[config.mk]
export PLATFORM = sky130hd
export DESIGN_NAME = borrow_skip_subtractor_pipe
export DESIGN_NICKNAME = d
export VERILOG_FILES = /design/src/rtl/borrow_skip_subtractor_pipe_pkg.sv /design/src/rtl/borrow_skip_subtractor_pipe_block.sv /design/src/rtl/borrow_skip_subtractor_pipe.sv
export SDC_FILE = /design/constraint.sdc
export NUM_CORES = 1
export LEC_CHECK = 0
export ABC_AREA = 1
export CELL_PAD_IN_SITES_DETAIL_PLACEMENT = 0
export CELL_PAD_IN_SITES_GLOBAL_PLACEMENT = 1
export CORE_ASPECT_RATIO = 1.2
export CORE_MARGIN = 5
export CORE_UTILIZATION = 44
export CTS_CLUSTER_DIAMETER = 100
export DETAILED_ROUTE_END_ITERATION = 6
export GPL_TIMING_DRIVEN = 0
export PLACE_DENSITY_LB_ADDON = 0.08
export RECOVER_POWER = 50
export SETUP_SLACK_MARGIN = 0.15
export SLEW_MARGIN = 20
export SYNTH_ARGS = -nofsm -noshare
export SYNTH_HDL_FRONTEND = slang
export SYNTH_SLANG_ARGS = --single-unit
[constraint.sdc]
create_clock -name clk -period 4.57 [get_ports clk]
set_input_delay 0.6855 -clock clk [delete_from_list [all_inputs] [get_ports clk]]
set_output_delay 0.6855 -clock clk [all_outputs]
set_load 0.05 [all_outputs]
[src/rtl/borrow_skip_subtractor_pipe_pkg.sv]
// Shared arithmetic helpers: block partitioning for the skip-style pipelines.
package arith_pkg;

  function automatic int num_blocks(input int n, input int block_size);
    return (n + block_size - 1) / block_size;
  endfunction

  // The last block is narrower when n is not a multiple of block_size.
  function automatic int block_width(input int k, input int n, input int block_size);
    int hi;
    hi = (k + 1) * block_size;
    if (hi > n) hi = n;
    return hi - k * block_size;
  endfunction

endpackage

[src/rtl/borrow_skip_subtractor_pipe_block.sv]
// One borrow-skip block: ripple borrow for the local result, skip mux for the
// block borrow out when every bit propagates.
module borrow_skip_block #(
  parameter int W = 4
) (
  input  logic [W-1:0] a,
  input  logic [W-1:0] b,
  input  logic         bin,
  output logic [W-1:0] diff,
  output logic         bout
);

  logic [W:0]   br;
  logic [W-1:0] p;
  logic         skip;

  always_comb begin
    br[0] = bin;
    for (int i = 0; i < W; i++) begin
      p[i]      = ~(a[i] ^ b[i]);
      diff[i]   = a[i] ^ b[i] ^ br[i];
      br[i + 1] = (~a[i] & b[i]) | (p[i] & br[i]);
    end
    skip = &p;
    bout = skip ? bin : br[W];
  end

endmodule

[src/rtl/borrow_skip_subtractor_pipe.sv]
// Pipelined a - b - bin, one borrow-skip block per stage, valid/ready on both
// sides with a global stall that freezes every stage.
module borrow_skip_subtractor_pipe
  import arith_pkg::*;
#(
  parameter int N          = 8,
  parameter int BLOCK_SIZE = 4
) (
  input  logic         clk,
  input  logic         rst_n,
  input  logic         in_valid,
  output logic         in_ready,
  input  logic [N-1:0] a,
  input  logic [N-1:0] b,
  input  logic         bin,
  output logic         out_valid,
  input  logic         out_ready,
  output logic [N-1:0] diff,
  output logic         bout,
  output logic         ovf
);

  localparam int NB = num_blocks(N, BLOCK_SIZE);

  // Stage k registers feed block k; operands travel whole, diff fills in low to high.
  logic [NB-1:0][N-1:0] a_s;
  logic [NB-1:0][N-1:0] b_s;
  logic [NB-1:0][N-1:0] d_s;
  logic [NB-1:0][N-1:0] d_nx;
  logic [NB-1:0]        br_s;
  logic [NB-1:0]        br_nx;
  logic [NB-1:0]        v_s;
  logic                 stall;
  logic                 ovf_nx;
  logic                 unused_ops;

  assign stall    = out_valid & ~out_ready;
  assign in_ready = ~stall;

  generate
    for (genvar k = 0; k < NB; k++) begin : gen_stage
      localparam int LO = k * BLOCK_SIZE;
      localparam int W  = block_width(k, N, BLOCK_SIZE);
      localparam logic [N-1:0] MASK = N'({W{1'b1}}) << LO;

      logic [W-1:0] blk_diff;
      logic         blk_bout;

      borrow_skip_block #(.W(W)) u_blk (
        .a    (a_s[k][LO +: W]),
        .b    (b_s[k][LO +: W]),
        .bin  (br_s[k]),
        .diff (blk_diff),
        .bout (blk_bout)
      );

      assign d_nx[k]  = (d_s[k] & ~MASK) | (N'(blk_diff) << LO);
      assign br_nx[k] = blk_bout;
    end
  endgenerate

  assign ovf_nx = (a_s[NB-1][N-1] ^ b_s[NB-1][N-1]) &
                  (a_s[NB-1][N-1] ^ d_nx[NB-1][N-1]);

  // Low operand bits of the last stage are already consumed.
  assign unused_ops = ^{a_s[NB-1], b_s[NB-1]};

  always_ff @(posedge clk or negedge rst_n) begin
    if (!rst_n) begin
      a_s       <= '0;
      b_s       <= '0;
      d_s       <= '0;
      br_s      <= '0;
      v_s       <= '0;
      out_valid <= 1'b0;
      diff      <= '0;
      bout      <= 1'b0;
      ovf       <= 1'b0;
    end else if (!stall) begin
      v_s[0] <= in_valid;
      if (in_valid) begin
        a_s[0]  <= a;
        b_s[0]  <= b;
        d_s[0]  <= '0;
        br_s[0] <= bin;
      end
      for (int k = 1; k < NB; k++) begin
        v_s[k] <= v_s[k-1];
        if (v_s[k-1]) begin
          a_s[k]  <= a_s[k-1];
          b_s[k]  <= b_s[k-1];
          d_s[k]  <= d_nx[k-1];
          br_s[k] <= br_nx[k-1];
        end
      end
      out_valid <= v_s[NB-1];
      if (v_s[NB-1]) begin
        diff <= d_nx[NB-1];
        bout <= br_nx[NB-1];
        ovf  <= ovf_nx;
      end
    end
  end

endmodule
==> results of run 1 <==
==> where the power goes <==
group	switching [W]	internal [W]	leakage [nW]
clock network	0.000132	0.000105	0.0477
logic	0.000493	0.000303	0.701
registers	0.0000816	0.000523	0.533
==> flip-flops by register name, indices dropped and copies added, names as in the netlist <==
| register | cells |
|---|---|
| d_s | 4 |
| diff | 8 |
| b_s | 12 |
| br_s | 2 |
| ovf | 1 |
| out_valid | 1 |
| a_s | 12 |
| bout | 1 |
| v_s | 2 |
==> worst reg2reg max path, stage by stage, from the launching register on <==
cell and delay, ns:
dfrtp_1 0.39, inv_1 0.10, fa_1 0.17, inv_1 0.05, fa_1 0.37, fa_1 0.36, inv_1 0.09, fa_1 0.44
nor2_1 0.12, nor2_1 0.04, nand3_1 0.07, nand2_1 0.05
==> cell families after synthesis <==
family                     synth area share, %
AOI/OAI and AO/OA                         5.00
adders and majority gates                 12.4
buffers and inverters                     9.16
DFF                                       51.2
and+or+nand+nor                           22.3
==> layout make-up <==
| type | count | area, um2 |
|---|---|---|
| multi-input combinational | 142 | 827 |
| clock buffer | 5 | 68.8 |
| fill | 430 | 2080 |
| buffer | 8 | 80.1 |
| inverter | 26 | 105 |
| clock inverter | 3 | 15.0 |
| timing repair buffer | 32 | 308 |
| tap | 58 | 72.6 |
| sequential | 43 | 1080 |
==> layout by cell type (no fill, tap or decap) <==
cell / synthesis / final
buf_2: 1 / 1
buf_4: 1 / 1
buf_6: 4 / 3
buf_8: 2 / 2
clkbuf_1: 0 / 3
clkbuf_8: 0 / 5
clkdlybuf4s50_1: 0 / 29
clkinv_2: 0 / 3
dfrtp_1: 43 / 43
dlygate4sd3_1: 0 / 1
fa_1: 8 / 8
ha_1: 8 / 8
inv_1: 23 / 23
inv_4: 3 / 3
nand2_1: 80 / 80
nand2_8: 1 / 1
nand3_1: 20 / 20
nor2_1: 4 / 5
nor2_4: 3 / 2
o21ai_0: 12 / 12
o21ai_1: 2 / 2
o21ai_2: 4 / 4
==> how the worst min path moves through the flow <==
stage | start | endpoint | slack, ns | cells after the start
3_3_place_gp | diff[2] | diff[2] | 0.45 | 2
4_1_cts | rst_n | br_s[0] | 0.33 | 1
5_1_grt | a_s[1] | a_s[1] | 0.49 | 2
3_5_place_dp | diff[4] | diff[4] | 0.46 | 2
6_report | diff[4] | diff[4] | 0.47 | 2
2_1_floorplan | rst_n | a_s[0] | 0.39 | 0
==> through the flow <==
stage               instances  worst slack, ns  utilization, %  power [W]
floorplan                 219             2.34               -    0.00120
global placement          308             1.57            53.7    0.00142
detailed placement        309             1.57            54.0    0.00143
CTS                       317             1.56            55.9    0.00168
global route              317             1.18            55.2    0.00180
finish                    317             1.26            55.2    0.00164
==> metal layers <==
| metal | global-route usage, % | routed length (um) | up-vias |
|---|---|---|---|
| li1 | - | - | 750 |
| met1 | 17.7 | 1710 | 646 |
| met2 | 21.3 | 1720 | 32 |
| met3 | 3.63 | 201 | 8 |
| met4 | 6.04 | 76 | 0 |
| met5 | 0 | 0 | - |
==> flow_summary.ini, run 1 <==
[global_route]
grt_pass1_wl_um = 6590
track_usage_pct = 13.7
antenna_found_initial = 0
grt_max_degree = 27
grt_pass1_vias = 1405
overflow = 0

[logic_synthesis]
syn_area_um2 = 2100
synth_edf_count = 0
synth.ff_latch_count = 43
yosysTopAreaCell = dfrtp_1
synth.distinct_cells = 17
synth_ff_type = dfrtp_1
synthesis.nets = 256
synth_common_cells = nand2_1, dfrtp_1, inv_1, nand3_1, o21ai_0
syn_inst = 219
yosys.area.top_type_share_pct = 51.2
yosysMostFrequentCell = nand2_1
yosysSeqAreaShare_pct = 51.2
async_flop_share_pct = 100
netlist_top_cells_area = dfrtp_1, nand2_1, fa_1
ys_warn_count = 0
avgSynthCellArea_um2 = 9.60

[floorplan]
die_area_um2 = 6270
design.core.area_um2 = 4630
die_w_um = 73.1
initial_core_util_pct = 45.4
dieHeight_um = 85.7
rows = 27
pin_count = 33

[sta]
slew_violations = 0
tightest_slew_ns = 1.38
fin_crit_ns = 3.31
maxSlewHeadroom_pct = 7.76
fmax_ghz = 0.302
fin_skew_ns = 0.00556
period_share_pct = 72.5
setup_tns_ns = 0
setup_violations = 0
hold_viol = 0
rsz0062_at_grt = no
hold_ws_ns = 0.471

[setup_path]
rr_worst_depth = 11
crit_chain = dlygate4sd3_1 > nor2_1 > inv_4 > buf_6 > clkdlybuf4s50_1
crit_buf_inv = 4
critical_path_class = primary input to output pin
arrival_ns = 2.63
startpoint_type = primary input
r2r_slack_ns = 2.21
cpPeakStageDelay_ns = 0.70
worstPathMaxFanout = 10
crit_path_end_kind = output pin
startpoint = out_ready
timing.rr.end = ovf
slowest_stage = clkdlybuf4s50_1
cp_num_cells = 5
critical-path-top-delay-family = buffers and inverters
endpoint = in_ready
r2r-start = b_s[12]
required_ns = 3.88

[route]
firstDrtPassIters = 4
viasPerCell = 4.53
wirelength_um = 3700
drt-wirelength-per-cell_um = 11.7
drt_iter0_markers = 51
vias = 1436
drtAntennaViolNets = 0
drc = 0

[clocking]
cts-hold-fix-buffers = 0
numCtsBuffers = 5
cts_root_buf = clkbuf_8
cts_tree = yes
clkSlewWorstSetupHoldPaths_ns = 0.08
cts_setup_buffers = 0
max-clock-path-buffers = 2
clock_sinks = 43
clock_latency_ns = 0.30
htreeDepth = 2
cts_resized = 0

[place]
place_congestion = 0.720
place_area_um2 = 2500
dp_hpwl_um = 2840
place.port_buffers = 31

[power]
p_leak_nw = 1.28
vdd_ir_drop_max_uv = 218
powerDensity_nw_per_um2 = 641

[hold_path]
holdCritPathClass = flop to flop

[status]
status = finished, final reports clean

[layout]
final_cell_area_um2 = 2550
final_nets = 295
area_growth_pct = 21.4
drive_gt1_share_pct = 9.65
diodes = 0

[flow_run]
max_cap_viol_count = 0
Note: power is estimated with default switching activity, not from simulation.
==> run 2, diff against run 1 <==
--- a/config.mk
+++ b/config.mk
@@ -10,7 +10,7 @@
 export CELL_PAD_IN_SITES_GLOBAL_PLACEMENT = 1
 export CORE_ASPECT_RATIO = 1.2
 export CORE_MARGIN = 5
-export CORE_UTILIZATION = 44
+export CORE_UTILIZATION = 41
 export CTS_CLUSTER_DIAMETER = 100
 export DETAILED_ROUTE_END_ITERATION = 6
 export GPL_TIMING_DRIVEN = 0
==> constraint.sdc (replaced) <==
create_clock -name clk -period 3.44 [get_ports clk]
set_input_delay 0.516 -clock clk [delete_from_list [all_inputs] [get_ports clk]]
set_output_delay 0.516 -clock clk [all_outputs]
set_load 0.05 [all_outputs]
==> run 2 against run 1 <==
Net effect:
- largest cell class unchanged
- combinational power increased by 33%
- hold slack worse by 0.18 ns
- highest routed layer unchanged
- sequential share of layout area barely moved
- sequential cell count unchanged
- the flow now finishes with violations (max-capacitance violations, max-slew violations)
- critical path type unchanged
- critical endpoint unchanged
==> flow_summary.ini, run 2 (synthesis gave the netlist of run 1 again) <==
[clocking]
numCtsBuffers = 5
cts_tree = yes
clock_latency_ns = 0.29
max-clock-path-buffers = 2
cts_resized = 0
cts-hold-fix-buffers = 0
cts_setup_buffers = 0
clock_sinks = 43
clkSlewWorstSetupHoldPaths_ns = 0.08
htreeDepth = 2
cts_root_buf = clkbuf_8

[floorplan]
dieHeight_um = 88.5
die_area_um2 = 6670
die_w_um = 75.4
pin_count = 33
design.core.area_um2 = 4970
rows = 28
initial_core_util_pct = 42.3

[global_route]
grt_pass1_vias = 1495
antenna_found_initial = 0
grt_pass1_wl_um = 6810
overflow = 0
grt_max_degree = 29
track_usage_pct = 13.6

[route]
firstDrtPassIters = 4
drc = 0
drtAntennaViolNets = 0
wirelength_um = 3870
viasPerCell = 4.57
drt-wirelength-per-cell_um = 12.1
vias = 1457
drt_iter0_markers = 59

[layout]
final_util_pct = 51.3
diodes = 0
top_regs = a_s x12, b_s x12, diff x8
final_nets = 295
fill_cells = 497
area_growth_pct = 21.4
drive_gt1_share_pct = 9.65
final_cell_area_um2 = 2550
layout_common_cells = nand2_1, dfrtp_1, clkdlybuf4s50_1
layout_commonest_cell = nand2_1

[power]
p_leak_nw = 1.28
powerDensity_nw_per_um2 = 852
vdd_ir_drop_max_uv = 336

[sta]
period_share_pct = 82.9
fmax_ghz = 0.350
rsz0062_at_grt = no
hold_viol = 0
tightest_slew_ns = 1.52
fin_skew_ns = 0.00343
fin_ws_ns = 0.587
hold_ws_ns = 0.292
slew_violations = 29
fin_crit_ns = 2.85
maxSlewHeadroom_pct = -1.39
setup_tns_ns = 0
setup_violations = 0

[setup_path]
slowest_stage = clkdlybuf4s50_1
crit_chain = clkdlybuf4s50_1 > nor2_1 > inv_4 > buf_6 > clkdlybuf4s50_1
crit_path_end_kind = output pin
critical_path.most_common_cell = clkdlybuf4s50_1
worstPathMaxFanout = 10
critical_path_class = primary input to output pin
required_ns = 2.92
crit_buf_inv = 4
critical-path-top-delay-family = buffers and inverters
arrival_ns = 2.34
cpPeakStageDelay_ns = 0.70
startpoint_type = primary input

[place]
place_area_um2 = 2500
dp_slack_ns = 0.775
dp_hpwl_um = 3020
place_congestion = 0.714
place.port_buffers = 31

[hold_path]
holdCritPathClass = primary input to asynchronous set/reset pin

[status]
status = complete, but fails checks
violations = max-capacitance violations, max-slew violations

[flow_run]
max_cap_viol_count = 1
==> run 2: changes by cell type in the layout (fill, tap and decap cells not counted), sizes merged <==
cell,change
dlygate4sd3,-1
clkinvlp,+1
inv,-1
clkdlybuf4s50,+1
==> run 2: layout make-up <==
class / instances / area, um2 / share of cell area [%]
clock inverter: 3 / 15.0 / 0.588
inverter: 26 / 104 / 4.07
multi-input combinational: 142 / 827 / 32.4
timing repair buffer: 32 / 308 / 12.1
sequential: 43 / 1080 / 42.1
tap: 60 / 75.1 / 2.94
buffer: 8 / 80.1 / 3.14
clock buffer: 5 / 68.8 / 2.69
==> run 2: power by group <==
part | total (W) | leakage (nW) | switching, W | internal, W
Clock | 0.000307 | 0.0477 | 0.000168 | 0.000139
Combinational | 0.00106 | 0.697 | 0.000660 | 0.000405
Sequential | 0.000805 | 0.533 | 0.000110 | 0.000695
==> run 2: path summary, 6_finish.rpt <==
check	slack, ns	start	end	cells after the start
max	0.59	out_ready	in_ready	5
min	0.29	rst_n	diff[7]	1
max reg2reg	1.10	b_s[12]	ovf	11
min reg2reg	0.47	diff[4]	diff[4]	2
max in group asynchronous	1.27	rst_n	b_s[6]	2
min in group clk	0.47	diff[4]	diff[4]	2
==> run 2: through the flow <==
stage                     cells  total power [W]
after floorplan             219          0.00160
after global placement      310          0.00191
after detailed placement    311          0.00193
after CTS                   319          0.00224
after global routing        319          0.00239
final                       319          0.00218
==> run 2: per-layer routing <==
layer | up-vias | routed length (um) | track usage, %
met5 | - | 0 | 0
met1 | 682 | 1620 | 15.7
li1 | 744 | - | -
met3 | 5 | 201 | 3.75
met4 | 0 | 53 | 4.29
met2 | 26 | 2000 | 24.2
==> run 3, diff against run 2 <==
--- a/config.mk
+++ b/config.mk
@@ -10,7 +10,7 @@
 export CELL_PAD_IN_SITES_GLOBAL_PLACEMENT = 1
 export CORE_ASPECT_RATIO = 1.2
 export CORE_MARGIN = 5
-export CORE_UTILIZATION = 41
+export CORE_UTILIZATION = 37
 export CTS_CLUSTER_DIAMETER = 100
 export DETAILED_ROUTE_END_ITERATION = 6
 export GPL_TIMING_DRIVEN = 0
==> constraint.sdc (replaced) <==
create_clock -name clk -period 2.6 [get_ports clk]
set_input_delay 0.39 -clock clk [delete_from_list [all_inputs] [get_ports clk]]
set_output_delay 0.39 -clock clk [all_outputs]
set_load 0.05 [all_outputs]
==> run 3 against run 2 <==
Net effect:
- the run now ends clean
- largest cell class unchanged
- hold slack worse by 0.073 ns
- die area is 9.5% higher
- combinational power is 34% higher
- sequential cell count stayed put
- clock skew is 0.0042 ns higher
- cell count is 1.3% higher
- critical path depth stayed put
- critical path type unchanged
- sequential power is 33% higher
- power is 39% higher
- cell area is 1.6% higher
- clock power is 78% higher
==> flow_summary.ini, run 3 (synthesis gave the netlist of run 1 again) <==
[status]
status = finished, final reports clean

[clocking]
cts-hold-fix-buffers = 0
cts_root_buf = clkbuf_8
clock_latency_ns = 0.30
clock_sinks = 43
cts_resized = 0
htreeDepth = 2
clkSlewWorstSetupHoldPaths_ns = 0.09
cts_setup_buffers = 0
numCtsBuffers = 5
cts_tree = yes
max-clock-path-buffers = 2

[layout]
final_cell_area_um2 = 2590
drive_gt1_share_pct = 10.8
final_nets = 295
top_regs = a_s x12, b_s x12, diff x8
area_growth_pct = 23.3
final_util_pct = 46.4
layout_commonest_cell = nand2_1
multi_input_area_um2 = 832
fill_cells = 568
finalNonFillerCells = 323
diodes = 0
layout_common_cells = nand2_1, dfrtp_1, clkdlybuf4s50_1
register_area_um2 = 1080

[power]
seqPwrFrac_pct = 35.2
clkPwrFrac_pct = 18.1
p_switching_w = 0.00126
vdd_ir_drop_max_uv = 310
powerDensity_nw_per_um2 = 1170
power_w = 0.00303
p_leak_nw = 1.29
power_frac_comb_pct = 46.8
p_sw_share_pct = 41.6
intPower_w = 0.00177

[place]
place.port_buffers = 31
dp_hpwl_um = 3020
dp_slack_ns = 0.186
dp_cells = 315
place_area_um2 = 2510
place_congestion = 0.732

[floorplan]
dieHeight_um = 92.6
design.core.area_um2 = 5590
die_area_um2 = 7300
pin_count = 33
die_w_um = 78.8
rows = 30
initial_core_util_pct = 37.6

[setup_path]
arrival_ns = 1.96
startpoint_type = primary input
critical_path_class = primary input to output pin
slowest_stage = dlygate4sd3_1
critical-path-top-delay-family = buffers and inverters
cpPeakStageDelay_ns = 0.54
worstPathMaxFanout = 10
required_ns = 2.21
crit_buf_inv = 4
crit_path_end_kind = output pin
crit_chain = dlygate4sd3_1 > nor2_1 > inv_4 > buf_6 > dlymetal6s2s_1

[route]
viasPerCell = 4.51
drc = 0
wirelength_um = 3860
drt-wirelength-per-cell_um = 12.0
drt_iter0_markers = 76
vias = 1458
firstDrtPassIters = 4
drtAntennaViolNets = 0

[sta]
maxSlewHeadroom_pct = 9.72
setup_violations = 0
fin_ws_ns = 0.254
hold_viol = 0
fmax_ghz = 0.426
tightest_slew_ns = 1.35
fin_crit_ns = 2.35
fin_skew_ns = 0.00760
period_share_pct = 90.2
slew_violations = 0
rsz0062_at_grt = no

[global_route]
track_usage_pct = 12.1
grt_pass1_vias = 1441
antenna_found_initial = 0
grt_pass1_wl_um = 6850
grt_max_degree = 26
overflow = 0

[flow_run]
max_cap_viol_count = 0

[hold_path]
holdCritPathClass = primary input to asynchronous set/reset pin
run 3: final cells by class:
class / instances / share of cell area [%]
inverter: 26 / 4.05
buffer: 8 / 2.80
clock buffer: 6 / 3.18
timing repair buffer: 32 / 12.0
sequential: 43 / 41.5
clock inverter: 2 / 1.35
multi-input combinational: 142 / 32.1
tap: 64 / 3.09
run 3: metrics by stage:
stage / hold WS (ns) / TNS (ns)
after floorplan: 0.0944 / 0
after global placement: 0.455 / -1.57
after detailed placement: 0.365 / 0
after CTS: 0.0371 / 0
after global routing: 0.300 / 0
final: 0.220 / 0
run 3: power groups by stage:
stage	registers, W	clock network, W	logic, W
floorplan	0.00132	0	0.000798
global placement	0.00107	0	0.00144
finish	0.00107	0.000547	0.00142
CTS	0.00107	0.000567	0.00145
global route	0.00111	0.000589	0.00160
detailed placement	0.00108	0	0.00145
run 3: final timing paths:
path | from | end | slack (ns) | depth (start not counted)
setup reg to reg | br_s[1] | ovf | 0.31 | 11
setup / recovery | out_ready | in_ready | 0.25 | 5
min in group clk | in_valid | b_s[0] | 0.43 | 3
max in group asynchronous | rst_n | br_s[0] | 0.62 | 2
hold / removal | rst_n | diff[6] | 0.22 | 1
hold reg to reg | diff[4] | diff[4] | 0.47 | 2
run 3: per-layer routing:
layer  share of wire (%)  up-vias  GRT usage (%)
met3                 5.2        8           3.02
met1                  46      670           15.3
met2                  48       34           19.7
met5                   0        -              0
li1                    -      746              -
met4                 1.4        0           4.73
